## src/rtl/afe_serial_ctrl_pkg.sv

```systemverilog
// afe_serial_ctrl_pkg: shared FSM encodings, default timing and sizing helper for the AFE sequencer
package afe_serial_ctrl_pkg;
   typedef enum logic [2:0] {
      ST_RESET = 3'd0,
      ST_IDLE  = 3'd1,
      ST_SETUP = 3'd2,
      ST_SHIFT = 3'd3,
      ST_HOLD  = 3'd4,
      ST_GAP   = 3'd5,
      ST_SYNC  = 3'd6
   } state_e;
   localparam int ADDR_W_DEF      = 12;
   localparam int DATA_W_DEF      = 28;
   localparam int CLK_DIV_DEF     = 4;
   localparam int SL_SETUP_DEF    = 2;
   localparam int SL_HOLD_DEF     = 2;
   localparam int SL_GAP_DEF      = 4;
   localparam int RST_CYCLES_DEF  = 256;
   localparam int SYNC_CYCLES_DEF = 4;
   function automatic int max2(input int a, input int b);
      return a > b ? a : b;
   endfunction
endpackage

```

## src/rtl/afe_serial_ctrl_if.sv

```systemverilog
// afe_serial_ctrl_if: write-request handshake and control/status strobes between register block and sequencer
interface afe_serial_ctrl_if #(
   parameter int ADDR_W = 12,
   parameter int DATA_W = 28
);
   logic              req_valid;
   logic              req_ready;
   logic [ADDR_W-1:0] req_addr;
   logic [DATA_W-1:0] req_data;
   logic              sync_req;
   logic              soft_rst_req;
   logic              busy;
   logic              done;
   modport master (output req_valid, req_addr, req_data, sync_req, soft_rst_req,
                   input  req_ready, busy, done);
   modport slave  (input  req_valid, req_addr, req_data, sync_req, soft_rst_req,
                   output req_ready, busy, done);
endinterface

```

## src/rtl/afe_ser_shift.sv

```systemverilog
// afe_ser_shift: LSB-first serialiser; each bit is CLK_DIV cycles of sck low then CLK_DIV cycles high
module afe_ser_shift #(
   parameter int N       = 40,
   parameter int CLK_DIV = 4
) (
   input  logic         clk,
   input  logic         rst_n,
   input  logic         load,
   input  logic [N-1:0] din,
   input  logic         start,
   output logic         last,
   output logic         sck,
   output logic         sdata
);
   localparam int PW = $clog2(CLK_DIV + 1);
   localparam int BW = $clog2(N + 1);
   logic [N-1:0]  sh_q, sh_d;
   logic [PW-1:0] ph_q, ph_d;
   logic [BW-1:0] bit_q, bit_d;
   logic          act_q, act_d, sck_q, sck_d;
   logic          ph_end, bit_end;
   assign ph_end  = act_q && ph_q == PW'(CLK_DIV - 1);
   assign bit_end = ph_end && sck_q;
   assign last    = bit_end && bit_q == BW'(N - 1);
   assign sck     = sck_q;
   assign sdata   = sh_q[0];
   // data only moves at the end of a high phase, so sdata is stable across each rising sck
   always_comb begin
      act_d = start || (act_q && !last);
      ph_d  = (start || ph_end) ? '0 : act_q ? ph_q + 1'b1 : ph_q;
      sck_d = start ? 1'b0 : ph_end ? !sck_q : sck_q;
      bit_d = start ? '0 : bit_end ? bit_q + 1'b1 : bit_q;
      sh_d  = load ? din : bit_end ? sh_q >> 1 : sh_q;
   end
   always_ff @(posedge clk) begin
      if (!rst_n) begin
         sh_q  <= '0;
         ph_q  <= '0;
         bit_q <= '0;
         act_q <= 1'b0;
         sck_q <= 1'b0;
      end else begin
         sh_q  <= sh_d;
         ph_q  <= ph_d;
         bit_q <= bit_d;
         act_q <= act_d;
         sck_q <= sck_d;
      end
   end
endmodule

```

## src/rtl/afe_serial_ctrl.sv

```systemverilog
// afe_serial_ctrl: AD9990 AFE pin sequencer -- reset sequence, sync pulses and framed 3-wire register writes
module afe_serial_ctrl
   import afe_serial_ctrl_pkg::*;
#(
   parameter int ADDR_W      = ADDR_W_DEF,
   parameter int DATA_W      = DATA_W_DEF,
   parameter int CLK_DIV     = CLK_DIV_DEF,
   parameter int SL_SETUP    = SL_SETUP_DEF,
   parameter int SL_HOLD     = SL_HOLD_DEF,
   parameter int SL_GAP      = SL_GAP_DEF,
   parameter int RST_CYCLES  = RST_CYCLES_DEF,
   parameter int SYNC_CYCLES = SYNC_CYCLES_DEF
) (
   input  logic             clk,
   input  logic             rst_n,
   afe_serial_ctrl_if.slave bus,
   output logic             afe_rst,
   output logic             afe_sync,
   output logic             afe_sl,
   output logic             afe_sck,
   output logic             afe_sdata
);
   localparam int N  = ADDR_W + DATA_W;
   localparam int CW = $clog2(max2(max2(RST_CYCLES, SYNC_CYCLES),
                                   max2(SL_GAP, max2(SL_SETUP, SL_HOLD))) + 1);
   state_e        state_q, state_d;
   logic [CW-1:0] cnt_q, cnt_d;
   logic          pend_q, pend_d;
   logic          rst_q, rst_d, sync_q, sync_d, sl_q, sl_d;
   logic          ready_q, ready_d, busy_q, busy_d, done_q, done_d;
   logic          load, start, last;
   always_comb begin
      state_d = state_q;
      pend_d  = pend_q || bus.sync_req;
      load    = 1'b0;
      start   = 1'b0;
      case (state_q)
         ST_RESET: state_d = cnt_q == CW'(RST_CYCLES) ? ST_IDLE : ST_RESET;
         ST_IDLE: begin
            if (bus.soft_rst_req) begin
               state_d = ST_RESET;
               pend_d  = 1'b0;
            end else if (bus.req_valid) begin
               state_d = ST_SETUP;
               load    = 1'b1;
            end else if (pend_d) begin
               state_d = ST_SYNC;
               pend_d  = 1'b0;
            end
         end
         ST_SETUP: begin
            start   = cnt_q == CW'(SL_SETUP - 1);
            state_d = start ? ST_SHIFT : ST_SETUP;
         end
         ST_SHIFT: state_d = last ? ST_HOLD : ST_SHIFT;
         ST_HOLD:  state_d = cnt_q == CW'(SL_HOLD - 1) ? ST_GAP : ST_HOLD;
         ST_GAP:   state_d = cnt_q == CW'(SL_GAP - 1) ? ST_IDLE : ST_GAP;
         ST_SYNC:  state_d = cnt_q == CW'(SYNC_CYCLES - 1) ? ST_IDLE : ST_SYNC;
         default:  state_d = ST_RESET;
      endcase
      cnt_d   = state_d != state_q ? '0 : cnt_q + 1'b1;
      // outputs are decoded from the next state so every pin comes straight from a flop
      rst_d   = !(state_d == ST_RESET && cnt_d < CW'(RST_CYCLES));
      sync_d  = state_d == ST_SYNC;
      sl_d    = !(state_d inside {ST_SETUP, ST_SHIFT, ST_HOLD});
      ready_d = state_d == ST_IDLE;
      busy_d  = state_d != ST_IDLE;
      done_d  = (state_d == ST_GAP && cnt_d == CW'(SL_GAP - 1)) ||
                (state_d == ST_SYNC && cnt_d == CW'(SYNC_CYCLES - 1));
   end
   always_ff @(posedge clk) begin
      if (!rst_n) begin
         state_q <= ST_RESET;
         cnt_q   <= '0;
         pend_q  <= 1'b0;
         rst_q   <= 1'b0;
         sync_q  <= 1'b0;
         sl_q    <= 1'b1;
         ready_q <= 1'b0;
         busy_q  <= 1'b1;
         done_q  <= 1'b0;
      end else begin
         state_q <= state_d;
         cnt_q   <= cnt_d;
         pend_q  <= pend_d;
         rst_q   <= rst_d;
         sync_q  <= sync_d;
         sl_q    <= sl_d;
         ready_q <= ready_d;
         busy_q  <= busy_d;
         done_q  <= done_d;
      end
   end
   afe_ser_shift #(.N(N), .CLK_DIV(CLK_DIV)) u_shift (
      .clk   (clk),
      .rst_n (rst_n),
      .load  (load),
      .din   ({bus.req_data, bus.req_addr}),
      .start (start),
      .last  (last),
      .sck   (afe_sck),
      .sdata (afe_sdata)
   );
   assign afe_rst       = rst_q;
   assign afe_sync      = sync_q;
   assign afe_sl        = sl_q;
   assign bus.req_ready = ready_q;
   assign bus.busy      = busy_q;
   assign bus.done      = done_q;
endmodule

```

## src/flat_wrapper.sv

```systemverilog
// flat-port wrapper written by rule: the top's interface ports become plain ports
module afe_serial_ctrl_flat import afe_serial_ctrl_pkg::*;
#(
   parameter int ADDR_W      = ADDR_W_DEF,
   parameter int DATA_W      = DATA_W_DEF,
   parameter int CLK_DIV     = CLK_DIV_DEF,
   parameter int SL_SETUP    = SL_SETUP_DEF,
   parameter int SL_HOLD     = SL_HOLD_DEF,
   parameter int SL_GAP      = SL_GAP_DEF,
   parameter int RST_CYCLES  = RST_CYCLES_DEF,
   parameter int SYNC_CYCLES = SYNC_CYCLES_DEF
)
  (clk, rst_n, afe_rst, afe_sync, afe_sl, afe_sck, afe_sdata, bus_req_valid, bus_req_addr, bus_req_data, bus_sync_req, bus_soft_rst_req, bus_req_ready, bus_busy, bus_done);
  afe_serial_ctrl_if #(.ADDR_W(ADDR_W), .DATA_W(DATA_W)) bus_i ();
  input  logic clk;
  input  logic rst_n;
  output logic afe_rst;
  output logic afe_sync;
  output logic afe_sl;
  output logic afe_sck;
  output logic afe_sdata;
  input wire logic [$bits(bus_i.req_valid)-1:0] bus_req_valid;
  input wire logic [$bits(bus_i.req_addr)-1:0] bus_req_addr;
  input wire logic [$bits(bus_i.req_data)-1:0] bus_req_data;
  input wire logic [$bits(bus_i.sync_req)-1:0] bus_sync_req;
  input wire logic [$bits(bus_i.soft_rst_req)-1:0] bus_soft_rst_req;
  output wire logic [$bits(bus_i.req_ready)-1:0] bus_req_ready;
  output wire logic [$bits(bus_i.busy)-1:0] bus_busy;
  output wire logic [$bits(bus_i.done)-1:0] bus_done;
  assign bus_i.req_valid = bus_req_valid;
  assign bus_i.req_addr = bus_req_addr;
  assign bus_i.req_data = bus_req_data;
  assign bus_i.sync_req = bus_sync_req;
  assign bus_i.soft_rst_req = bus_soft_rst_req;
  assign bus_req_ready = bus_i.req_ready;
  assign bus_busy = bus_i.busy;
  assign bus_done = bus_i.done;
  afe_serial_ctrl #(.ADDR_W(ADDR_W), .DATA_W(DATA_W), .CLK_DIV(CLK_DIV), .SL_SETUP(SL_SETUP), .SL_HOLD(SL_HOLD), .SL_GAP(SL_GAP), .RST_CYCLES(RST_CYCLES), .SYNC_CYCLES(SYNC_CYCLES)) u_core (.clk(clk), .rst_n(rst_n), .bus(bus_i), .afe_rst(afe_rst), .afe_sync(afe_sync), .afe_sl(afe_sl), .afe_sck(afe_sck), .afe_sdata(afe_sdata));
endmodule
```

## config.mk

```make
export PLATFORM = sky130hd
export DESIGN_NAME = afe_serial_ctrl_flat
export DESIGN_NICKNAME = d
export VERILOG_FILES = /design/src/rtl/afe_serial_ctrl_pkg.sv /design/src/rtl/afe_serial_ctrl_if.sv /design/src/rtl/afe_ser_shift.sv /design/src/rtl/afe_serial_ctrl.sv /design/src/flat_wrapper.sv
export SDC_FILE = /design/constraint.sdc
export NUM_CORES = 1
export LEC_CHECK = 0
export ABC_CLOCK_PERIOD_IN_PS = 3970
export BUFFER_PORTS_ARGS = -buffer_cell sky130_fd_sc_hd__clkbuf_2
export CAP_MARGIN = 0
export CORE_MARGIN = 2
export CORE_UTILIZATION = 30
export CTS_CLUSTER_DIAMETER = 120
export DETAILED_ROUTE_END_ITERATION = 10
export PLACE_DENSITY = 0.46
export REMOVE_ABC_BUFFERS = 1
export SYNTH_ARGS = -nofsm -noshare
export SYNTH_HDL_FRONTEND = slang
export SYNTH_SLANG_ARGS = --single-unit
```

## constraint.sdc

```tcl
create_clock -name clk -period 3.97 [get_ports clk]
set_input_delay 0.5955 -clock clk [delete_from_list [all_inputs] [get_ports clk]]
set_output_delay 0.5955 -clock clk [all_outputs]
set_load 0.03 [all_outputs]
```

==> results of run 1 <==
==> routing by layer <==
metal  part of all wire [%]  vias to the layer above  track usage, %
met1                     53                     1198            17.9
met2                     41                       50            17.9
met5                      0                        -               0
met3                    5.0                       10            3.62
met4                    1.6                        0            5.15
li1                       -                     1373               -
==> cell type report <==
type	count	area [sq um]	area share, %
multi-input combinational	259	1790	45.8
sequential	70	1400	35.9
timing repair buffer	53	268	6.86
tap	140	175	4.49
clock buffer	9	124	3.17
clock inverter	6	111	2.85
inverter	10	37.5	0.962
==> worst register-to-register path: cells and delay by family (launching register included) <==
| family | cells | cell delay (ps) |
|---|---|---|
| compound gates | 1 | 270 |
| fa+ha+maj | 2 | 400 |
| flops | 1 | 360 |
| mux | 1 | 210 |
| simple gates | 1 | 990 |
==> cells in the mapped netlist (3+ instances only) <==
library cell and count:
nor3_1 6, and3_1 4, clkbuf_1 18, o21ai_0 5
buf_2 7, a211oi_1 39, nor2b_1 3, inv_1 9
xor2_1 9, nand3_1 7, a31oi_1 5, dfxtp_1 70
nor2_1 69, mux2i_1 41, xnor2_1 7, ha_1 6
nand4_1 3, nor4_1 3, a21oi_1 6, nand2_1 10
==> sequential cells by signal, indices dropped and copies added (netlist names), 3 cells and up <==
signal,count
u_core.u_shift.ph_q,3
u_core.cnt_q,9
u_core.u_shift.bit_q,6
u_core.state_q,3
u_core.u_shift.sh_q,40
==> power by group through the flow <==
| stage | registers, mW | clock network (mW) | logic (mW) |
|---|---|---|---|
| 2_1_floorplan | 0.778 | 0 | 0.107 |
| 3_3_place_gp | 0.769 | 0 | 0.182 |
| 3_5_place_dp | 0.770 | 0 | 0.181 |
| 4_1_cts | 0.754 | 0.711 | 0.183 |
| 5_1_grt | 0.760 | 0.745 | 0.203 |
| 6_report | 0.754 | 0.691 | 0.180 |
==> per-stage QoR <==
step	instances	worst slack [ps]	util (%)
CTS	547	1610	36.0
detailed placement	532	1610	33.8
global route	547	1380	36.0
finish	547	1660	36.0
global placement	532	1660	33.8
floorplan	339	1150	-
==> cells in the final DEF, fill, tap and decap left out, types with 7 or more instances in the layout <==
cell,netlist,routed
a211oi_1,39,39
clkbuf_2,0,52
clkbuf_8,0,9
dfxtp_1,70,70
inv_1,9,9
mux2i_1,41,41
nand2_1,10,10
nor2_1,69,69
xnor2_1,7,7
xor2_1,9,9
==> cells by family (layout without fill, tap and decap cells) <==
kind of cell | after synthesis | in the layout | synth area share (%)
and+or+nand+nor | 125 | 125 | 18.5
AOI/OAI and AO/OA | 70 | 70 | 15.6
DFF | 70 | 70 | 41.9
muxes | 42 | 42 | 12.6
buffers and inverters | 38 | 78 | 4.97
xor gates and xnor gates | 16 | 16 | 4.19
adders and majority gates | 6 | 6 | 2.24
==> final timing paths <==
check / startpoint / endpoint / slack, ps / cells past startpoint
worst max register to register: u_core.u_shift.ph_q[0] / u_core.u_shift.sh_q[33] / 1660 / 5
worst max-delay path: u_core.u_shift.ph_q[0] / u_core.u_shift.sh_q[33] / 1660 / 5
worst min register to register: u_core.u_shift.bit_q[1] / u_core.u_shift.bit_q[1] / 480 / 2
worst min-delay path: u_core.u_shift.bit_q[1] / u_core.u_shift.bit_q[1] / 480 / 2
==> impl_metrics.json, run 1 <==
{
  "p_per_area_nw_per_um2": 416,
  "critPathMostFrequentCell": "ha_1",
  "routed_via_density": 4.81,
  "ys.warnings.count": 0,
  "clock-root-buffer": "clkbuf_8",
  "critPathBufInv": 0,
  "fin_crit_sh_pct": 58.2,
  "drtIter0Drc": 94,
  "cts_buffers": 9,
  "cp.required_ps": 4230,
  "ys_seq_elements": 70,
  "firstDrtPassIters": 4,
  "status": "finished, final reports clean",
  "rows": 38,
  "yosysTopAreaCell": "dfxtp_1",
  "drcViolationCount": 0,
  "diodes": 0,
  "slowest_stage": "and3_2",
  "critical_path.max_stage_delay_ps": 990,
  "power_frac_comb_pct": 11.1,
  "clock_path_buffers": 2,
  "max_freq_ghz": 0.433,
  "cp.arrival_ps": 2570,
  "n_fill_cell": 1120,
  "cp-start-kind": "register",
  "max_slew_margin_pct": 23.1,
  "swShare_pct": 25.2,
  "yosysTopAreaCellShare_pct": 41.9,
  "grt_max_degree": 82,
  "end_kind": "register",
  "netlist-cell-type-count": 51,
  "p_sw_mw": 0.409,
  "cts_hold_buf": 0,
  "wirelength_mm": 7.11,
  "cp_top_family": "simple AND/OR/NAND/NOR gates",
  "area_growth_pct": 16.6,
  "syn_avg_cell_area_sq_um": 9.12,
  "clk_latency_ps": 350,
  "fin_nets": 454,
  "final-setup-viol-count": 0,
  "htree_levels": 3,
  "rsz0062_at_grt": "no",
  "pwr-share-seq_pct": 46.4,
  "cts.reportedPaths.clkPinSlew_ps": 80,
  "die_w_microns": 110,
  "p_leak_nw": 1.43,
  "core_sq_um": 10800,
  "grt_util_all_layers_pct": 12.7,
  "grt_pass1_vias": 2498,
  "power_frac_clock_pct": 42.5,
  "max_slew.worst_pin.slew_ps": 1150,
  "place_area_sq_um": 3670,
  "seq_area_frac_synth_pct": 41.9,
  "cap_violations": 0,
  "synthTopCellsByArea": "dfxtp_1 (42%), mux2i_1 (12%), a211oi_1 (8.7%)",
  "async_flop_share_pct": 0,
  "final_cell_area_sq_um": 3900,
  "synthesis.area_sq_um": 3350,
  "hold_ws_ps": 482,
  "p_int_mw": 1.22,
  "critPathKind": "register to register",
  "cp_max_fo": 41,
  "holdCritPathClass": "register to register",
  "initial_core_util_pct": 30.9,
  "postRouteAntennaNets": 0,
  "wl_per_cell_microns": 13.0,
  "cts_tree": "yes",
  "drive_above_1_share_pct": 19.9,
  "die_h_microns": 110,
  "overflow": 0,
  "cts_sinks": 70,
  "numPortBuffers": 52,
  "grt_pass1_wl_mm": 11.9,
  "power_mw": 1.63,
  "slew_viol_final": 0,
  "ir_worst_vdd_uv": 158,
  "antenna_found_initial": 0,
  "post-dp-hpwl_mm": 4.64,
  "synth_ff_type": "dfxtp_1",
  "min_period_ps": 2310,
  "synth_edf_count": 0,
  "cp_cell_sequence": "ha_1 > ha_1 > and3_2 > mux2i_1 > a211oi_1",
  "postCtsSetupBuffers": 0,
  "place_congestion": 0.768,
  "ios": 53,
  "hold_viol_final": 0,
  "netlist_instances": 367,
  "finalSetupTns_ps": 0,
  "fp.dieArea_sq_um": 12000,
  "dr_total_vias": 2631,
  "cts-resized-gates": 0,
  "skew_ps": 9.07
}
Note: power is estimated with default switching activity, not from simulation.
==> run 2: changes to the inputs <==
--- a/config.mk
+++ b/config.mk
@@ -5,7 +5,7 @@
 export SDC_FILE = /design/constraint.sdc
 export NUM_CORES = 1
 export LEC_CHECK = 0
-export ABC_CLOCK_PERIOD_IN_PS = 3970
+export ABC_CLOCK_PERIOD_IN_PS = 2300
 export BUFFER_PORTS_ARGS = -buffer_cell sky130_fd_sc_hd__clkbuf_2
 export CAP_MARGIN = 0
 export CORE_MARGIN = 2
==> constraint.sdc (replaced) <==
create_clock -name clk -period 2.3 [get_ports clk]
set_input_delay 0.345 -clock clk [delete_from_list [all_inputs] [get_ports clk]]
set_output_delay 0.345 -clock clk [all_outputs]
set_load 0.03 [all_outputs]
==> impl_metrics.json, run 2 (synthesized netlist as in run 1, its figures left out) <==
{
  "postRouteAntennaNets": 0,
  "worst_slack_ps": 179,
  "firstDrtPassIters": 6,
  "grt_max_degree": 82,
  "max_freq_ghz": 0.471,
  "cp-startpoint": "u_core.u_shift.ph_q[0]",
  "fin_crit_sh_pct": 92.2,
  "place_area_sq_um": 3740,
  "reg2reg_to": "u_core.bus.req_ready",
  "cts.reportedPaths.clkPinSlew_ps": 80,
  "die_w_microns": 110,
  "top_register": "u_core.u_shift.sh_q",
  "core_sq_um": 10800,
  "ir_worst_vdd_uv": 345,
  "initial_core_util_pct": 30.9,
  "hold_viol_final": 0,
  "max_slew.worst_pin.slew_ps": 513,
  "area_growth_pct": 20.1,
  "cp.arrival_ps": 2350,
  "fp.dieArea_sq_um": 12000,
  "crit_path_end": "u_core.bus.req_ready",
  "grt_pass1_vias": 2613,
  "largest_reg_flops": 40,
  "cts_tree": "yes",
  "p_per_area_nw_per_um2": 719,
  "post-dp-hpwl_mm": 5.01,
  "drtIter0Drc": 105,
  "hold_ws_ps": 269,
  "grt_util_all_layers_pct": 13.2,
  "final_cell_mix": "dfxtp_1 (70), nor2_1 (69), clkbuf_2 (52)",
  "cp_max_fo": 7,
  "dr_total_vias": 2649,
  "numPortBuffers": 52,
  "drcViolationCount": 0,
  "antenna_found_initial": 0,
  "cp.required_ps": 2530,
  "rr_worst_depth": 8,
  "clock-root-buffer": "clkbuf_8",
  "stdcell_count": 557,
  "reg2reg_from": "u_core.u_shift.ph_q[0]",
  "fin_util_pct": 37.1,
  "status": "finished, final reports clean",
  "critPathKind": "register to register",
  "cap_violations": 0,
  "max_slew_margin_pct": 65.5,
  "r2r_setup_slack_ps": 180,
  "pre_cts_ws_ps": 134,
  "reg_top3": "u_core.u_shift.sh_q: 40 flops, u_core.cnt_q: 9 flops, u_core.u_shift.bit_q: 6 flops",
  "clk_latency_ps": 340,
  "cts_hold_buf": 0,
  "cts_sinks": 70,
  "cp-start-kind": "register",
  "clock_path_buffers": 2,
  "drive_above_1_share_pct": 22.1,
  "place_congestion": 0.838,
  "htree_levels": 3,
  "mostFrequentLayoutCell": "dfxtp_1",
  "skew_ps": 10.7,
  "power_mw": 2.89,
  "rows": 38,
  "final-setup-viol-count": 0,
  "rsz0062_at_grt": "no",
  "dp.cells": 539,
  "wirelength_mm": 7.38,
  "slew_viol_final": 0,
  "end_kind": "register",
  "min_period_ps": 2120,
  "wl_per_cell_microns": 13.2,
  "overflow": 0,
  "fin_nets": 463,
  "p_leak_nw": 1.50,
  "diodes": 0,
  "final_cell_area_sq_um": 4020,
  "holdCritPathClass": "primary input to register",
  "grt_pass1_wl_mm": 12.5,
  "cts_buffers": 9,
  "ios": 53,
  "routed_via_density": 4.76,
  "die_h_microns": 110,
  "finalSetupTns_ps": 0
}
## run 2: what timing repair did
| item | CTS | global route |
|---|---|---|
| setup endpoints to repair | 0 | 15 |
| setup buffers | 0 | 2 |
| resized for setup | 0 | 1 |
## run 2: cell type report
cell class / count / area [sq um]
clock buffer: 11 / 151
fill: 1158 / 6820
sequential: 70 / 1400
multi-input combinational: 259 / 1790
inverter: 10 / 37.5
timing repair buffer: 62 / 360
tap: 140 / 175
clock inverter: 5 / 104
## run 2: power breakdown
group / total [mW] / switching [mW] / internal (mW)
sequential: 1.29 / 0.0366 / 1.25
combinational: 0.338 / 0.196 / 0.142
clock: 1.26 / 0.480 / 0.782
## run 2: worst min-delay path by stage
stage / from / depth (start not counted) / endpoint / slack [ps]
3_5_place_dp: u_core.u_shift.ph_q[1] / 2 / u_core.u_shift.ph_q[1] / 470
4_1_cts: bus_req_data[17] / 3 / u_core.u_shift.sh_q[29] / 250
5_1_grt: bus_req_data[18] / 3 / u_core.u_shift.sh_q[30] / 260
2_1_floorplan: u_core.u_shift.ph_q[1] / 2 / u_core.u_shift.ph_q[1] / 450
6_report: bus_req_data[24] / 3 / u_core.u_shift.sh_q[36] / 270
3_3_place_gp: u_core.u_shift.ph_q[1] / 2 / u_core.u_shift.ph_q[1] / 460
## run 2: critical path: stages, from the launching register on
cell	delay (ps)
dfxtp_1	350
ha_1	160
ha_1	280
nand4_1	260
nor3_2	310
buf_4	150
o32ai_2	100
and2_2	240
and3_1	160
## run 2: routing by layer
metal  up-vias  part of all wire (%)  GRT usage [%]
li1       1399                     -              -
met3        10                   5.4           3.62
met4         0                   1.5           6.15
met1      1180                    52           18.8
met2        60                    42           18.3
met5         -                     0              0
